[config.mk]
export PLATFORM = sky130hd
export DESIGN_NAME = q7_shiftaddmul_solution2
export DESIGN_NICKNAME = d
export VERILOG_FILES = /design/src/rtl/q7_shiftaddmul_solution2_pkg.sv /design/src/rtl/q7_shiftaddmul_solution2_shiftadd_datapath.sv /design/src/rtl/q7_shiftaddmul_solution2.sv
export SDC_FILE = /design/constraint.sdc
export NUM_CORES = 1
export LEC_CHECK = 0
export ABC_AREA = 1
export BUFFER_PORTS_ARGS = -buffer_cell sky130_fd_sc_hd__buf_2
export CORE_ASPECT_RATIO = 0.7
export CORE_MARGIN = 2
export CORE_UTILIZATION = 44
export CTS_CLUSTER_DIAMETER = 150
export DETAILED_ROUTE_END_ITERATION = 12
export PLACE_DENSITY_LB_ADDON = 0.12
export SETUP_SLACK_MARGIN = 0.05
export SLEW_MARGIN = 20
export SYNTH_ARGS = -nofsm -noshare
export SYNTH_HDL_FRONTEND = slang
export SYNTH_SLANG_ARGS = --single-unit
[constraint.sdc]
create_clock -name clk -period 1.9 [get_ports clk]
set_input_delay 0.19 -clock clk [delete_from_list [all_inputs] [get_ports clk]]
set_output_delay 0.19 -clock clk [all_outputs]
set_load 0.02 [all_outputs]
[src/rtl/q7_shiftaddmul_solution2_pkg.sv]
// Shared definitions for the shift-and-add multiplier: default operand width,
// controller state encoding and iteration-counter sizing.
package q7_shiftaddmul_solution2_pkg;

    localparam int DEFAULT_WIDTH = 8;

    typedef enum logic [1:0] {
        IDLE = 2'd0,
        RUN  = 2'd1,
        DONE = 2'd2
    } state_t;

    // The iteration counter must be able to hold the value n itself.
    function automatic int count_width(input int width);
        return $clog2(width + 1);
    endfunction

endpackage

[src/rtl/q7_shiftaddmul_solution2_shiftadd_datapath.sv]
// Shift-and-add datapath: A/Q/B/C registers, the (n+1)-bit adder, the
// right shifter and the registered product output.
module shiftadd_datapath
    import q7_shiftaddmul_solution2_pkg::*;
#(
    parameter int n = DEFAULT_WIDTH
) (
    input  logic           clk,
    input  logic           reset,
    input  logic           load,
    input  logic           step,
    input  logic           last,
    input  logic [n-1:0]   b_in,
    input  logic [n-1:0]   q_in,
    output logic [2*n-1:0] a_out
);

    logic [n-1:0]   a;
    logic [n-1:0]   q;
    logic [n-1:0]   b;
    logic           c;
    logic [n:0]     sum;
    logic [n-1:0]   a_shift;
    logic [n-1:0]   q_shift;

    // Add B into {C,A} when the current multiplier bit is set, then shift
    // {C,A,Q} right by one; the carry lands in the top bit of A.
    always_comb begin
        sum     = {c, a} + (q[0] ? {1'b0, b} : {(n+1){1'b0}});
        a_shift = sum[n:1];
        q_shift = {sum[0], q[n-1:1]};
    end

    // Operand capture on launch, one add/shift step per RUN cycle.
    always_ff @(posedge clk) begin
        if (reset) begin
            a <= '0;
            q <= '0;
            b <= '0;
            c <= 1'b0;
        end else if (load) begin
            a <= '0;
            q <= q_in;
            b <= b_in;
            c <= 1'b0;
        end else if (step) begin
            a <= a_shift;
            q <= q_shift;
            c <= 1'b0;
        end
    end

    // Publish the post-shift {A,Q} only on the final iteration so a_out
    // keeps the previous product while a new one is being computed.
    always_ff @(posedge clk) begin
        if (reset) begin
            a_out <= '0;
        end else if (last) begin
            a_out <= {a_shift, q_shift};
        end
    end

endmodule

[src/rtl/q7_shiftaddmul_solution2.sv]
// Sequential unsigned n x n multiplier. A start pulse in IDLE or DONE loads
// the operands; n iterations later the 2n-bit product is on a_out and stop
// rises. Starts arriving during RUN are ignored.
module q7_shiftaddmul_solution2
    import q7_shiftaddmul_solution2_pkg::*;
#(
    parameter int n = DEFAULT_WIDTH
) (
    input  logic           clk,
    input  logic           reset,
    input  logic           start,
    input  logic [n-1:0]   b_in,
    input  logic [n-1:0]   q_in,
    output logic           stop,
    output logic [2*n-1:0] a_out
);

    localparam int CW = count_width(n);
    localparam logic [CW-1:0] COUNT_INIT = CW'(n);
    localparam logic [CW-1:0] COUNT_ONE  = CW'(1);

    state_t        state;
    state_t        state_next;
    logic [CW-1:0] count;
    logic          load;
    logic          step;
    logic          last;

    // Next-state and datapath strobes; launch is accepted only when idle
    // or holding a finished result.
    always_comb begin
        state_next = state;
        load       = 1'b0;
        step       = 1'b0;
        last       = 1'b0;
        case (state)
            IDLE, DONE: begin
                if (start) begin
                    load       = 1'b1;
                    state_next = RUN;
                end
            end
            RUN: begin
                step = 1'b1;
                if (count == COUNT_ONE) begin
                    last       = 1'b1;
                    state_next = DONE;
                end
            end
            default: state_next = IDLE;
        endcase
    end

    // State register, iteration counter and done flag.
    always_ff @(posedge clk) begin
        if (reset) begin
            state <= IDLE;
            count <= '0;
            stop  <= 1'b0;
        end else begin
            state <= state_next;
            if (load) begin
                count <= COUNT_INIT;
                stop  <= 1'b0;
            end else if (step) begin
                count <= count - COUNT_ONE;
                if (last) begin
                    stop <= 1'b1;
                end
            end
        end
    end

    shiftadd_datapath #(
        .n(n)
    ) u_datapath (
        .clk   (clk),
        .reset (reset),
        .load  (load),
        .step  (step),
        .last  (last),
        .b_in  (b_in),
        .q_in  (q_in),
        .a_out (a_out)
    );

endmodule

==> results.tsv <==
stage	metric	value	unit
run_status	status	finished, final reports clean	
grt	grt_max_degree	32	
clock_tree	cts_root_buf	clkbuf_8	
setup_path	required	2.10	ns
grt	antenna_found_initial	0	
worst_hold_path	worstHoldStart	b_in[3]	
clock_tree	clock_latency	0.29	ns
detailed_routing	antenna_left	0	
sta	max_clock_freq	596.8	MHz
sta	rsz0062_at_grt	false	
clock_tree	hold_buffers	0	
worst_hold_path	hold_class	input pin to register	
setup_path	reg2reg_depth	12	
finish	drive_above_1_share	20.12	%
logic_synthesis	synth_top_area_share	41.14	%
detailed_routing	top_layer	met4	
setup_path	crit_path_start_kind	register	
grt	grt-ovfl-total	0	
logic_synthesis	synth_edf_count	0	
detailed_routing	wl_per_cell	11.57	um
logic_synthesis	ys_warn_count	0	
grt	grt_usage	17.77	%
floorplan	rows	21	
power	p_leak	1.327	nW
logic_synthesis	synth_fp_nets	334	
setup_path	slowest_stage	dfxtp_4	
detailed_routing	drc_errors	0	
floorplan	die_w	90.18	um
place	post_dp_cell_area	2470	um^2
floorplan	chipHeight	64.32	um
place	gp_congestion	0.8374	
grt	grt_pass1_wl	8.190	mm
worst_hold_path	min_path_cells	3	
setup_path	critical_path_class	register to register	
detailed_routing	routed_via_density	4.695	
detailed_routing	wl	4.707	mm
sta	slew_headroom	67.06	%
clock_tree	cts_buffers	5	
place	io_buffers	35	
setup_path	r2r-start	u_datapath.q[0]	
logic_synthesis	syn-cell-area	2287	um^2
logic_synthesis	ys_seq_elements	47	
clock_tree	clockBufferDepth	2	
finish	diodes	0	
floorplan	ios	36	
worst_hold_path	hold_end	u_datapath.b[3]	
detailed_routing	vias	1911	
power	p_per_area	830.0	nW/um^2
setup_path	reg2reg_to	u_datapath.a_out[13]	
logic_synthesis	synthFlopType	dfxtp_1	
setup_path	crit_top_cell	nand2_1	
sta	finalCritPeriodShare	88.19	%
clock_tree	postCtsSetupBuffers	0	
logic_synthesis	synth_cell_types	28	
logic_synthesis	synth-seq-area-share	41.14	%
clock_tree	htree_levels	2	
sta	slew_violations	0	
clock_tree	cts_tree	yes	
logic_synthesis	synth.avg_cell_area	7.524	um^2
logic_synthesis	netlist_top_cells_count	dfxtp_1, nand2_1, nor2_1	
setup_path	endpoint_kind	register	
setup_path	ff2ff_setup_slack	0.22	ns
finish	syn2layout_area_growth	13.73	%
detailed_routing	drt-pass1-iter-count	4	
setup_path	path_max_fanout	9	
setup_path	max_stage_delay	0.38	ns
floorplan	core_area	4887	um^2
detailed_routing	detail_route.wirelength.met1	2.615	mm
job	cap_violations	0	
clock_tree	path_clk_slew	0.08	ns
sta	hold_violations	0	
logic_synthesis	async_reset_ff_share	0	%
finish	design_area	2601	um^2
logic_synthesis	synth_top_area_cell	dfxtp_1	
sta	worst_pin_slew	0.4930	ns
finish	fin_nets	367	
setup_path	crit_chain	nand2_1 > inv_1 > ha_1 > fa_2 > nand2_1 > nand2_2 > nand3_2 > nand2_1 > nand2_1 > nand3_1 > nand2_1 > inv_1	
floorplan	die-area	5800	um^2
floorplan	initial_core_util	46.80	%
detailed_routing	wl_met3	196	um
clock_tree	clock_sinks	47	
logic_synthesis	synth_area_leaders	dfxtp_1, nand2_1, nor2_1	
detailed_routing	drt-initial-drc-count	71	
sta	setup_viol	0	
sta	fin_setup_tns	0	ns
sta	min_period	1.676	ns
setup_path	crit_arrival	1.88	ns
power	peakVddDrop	0.0004272	V
detailed_routing	met2_length	1.853	mm
clock_tree	cts_repair_resize_count	0	
sta	fin_skew	0.003440	ns
place	place_hpwl	3.493	mm
grt	grt_pass1_vias	1753	
logic_synthesis	synth_cells	304	
-- final cells by class --
class	instances	area, um^2
Timing Repair Buffer	38	197.7
Tap cell	69	86.33
Sequential cell	47	944.7
Clock inverter	2	35.03
Clock buffer	6	82.58
Multi-Input combinational cell	196	1071
Inverter	49	183.9
Fill cell	525	2286
-- state kept, by name, summed over array words and instances (netlist names) --
register          count
count                 4
u_datapath.q          8
u_datapath.a          8
u_datapath.a_out     16
u_datapath.b          8
state                 2
stop                  1
-- stage by stage --
stage                     total power, mW  setup WS, ns  std cells  utilization, %  hold slack (ns)
after global routing                2.296       0.07425        407           53.23           0.1465
after detailed placement            1.429       0.08661        399           50.54           0.4473
after global placement              1.424        0.1336        399           50.54           0.4402
final                               2.159        0.2244        407           53.23           0.1402
after floorplan                     1.358        0.1709        304               -           0.2591
after CTS                           2.187       0.07799        407           52.94           0.1342
-- cells by family (layout without fill, tap and decap cells) --
group	after synthesis	count (layout)	share of synthesized area [%]
flip-flops	47	47	41.14
buffers and inverters	61	95	12.47
AO/OA/AOI/OAI	60	60	16.14
XOR/XNOR	1	1	0.3830
AND/OR/NAND/NOR	124	124	23.52
adder cells (fa/ha/maj)	11	11	6.346
-- cells in the final DEF, fill, tap and decap left out, types with 2 or more instances in the layout --
cell      synthesis  final
o21ai_0          26     26
nand2_2           1      2
nand3_1          20     19
nor2_1           46     46
nand3b_1          4      4
inv_2             7      7
inv_1            42     42
a221oi_1          3      3
a21oi_1          17     17
nand2_1          47     46
o211ai_1          4      4
ha_1             10     10
or2_2             2      2
nand2_4           3      3
a211oi_1          2      2
buf_2             2     35
buf_4             1      3
o21ai_1           3      3
a221oi_2          4      4
dfxtp_1          47     46
clkbuf_8          0      6
-- critical path, delay by kind of cell, from the launching register on --
| family | cells | cell delay, ns |
|---|---|---|
| DFF | 1 | 0.38 |
| buffers and inverters | 2 | 0.07 |
| and+or+nand+nor | 8 | 0.59 |
| adders and majority gates | 2 | 0.55 |
-- power by group --
group / total, mW / switching, mW / internal, mW / leakage [nW]
clock: 0.754 / 0.329 / 0.426 / 0.0612
sequential: 1.08 / 0.0364 / 1.05 / 0.385
combinational: 0.320 / 0.203 / 0.117 / 0.881
-- per-layer routing --
layer / track usage [%] / up-vias
met2: 26.13 / 30
met5: 0 / -
met3: 4.009 / 5
met4: 5.192 / 0
li1: - / 1039
met1: 25.93 / 837
-- how the worst max path moves through the flow --
stage,startpoint,end,slack (ns)
2_1_floorplan,u_datapath.q[0],u_datapath.a[5],0.17
3_5_place_dp,u_datapath.q[0],u_datapath.a_out[13],0.09
3_3_place_gp,u_datapath.q[0],u_datapath.a_out[13],0.13
4_1_cts,u_datapath.q[0],u_datapath.a_out[13],0.08
5_1_grt,u_datapath.q[0],u_datapath.a_out[13],0.07
6_report,u_datapath.q[0],u_datapath.a_out[13],0.22
Note: power is estimated with default switching activity, not from simulation.
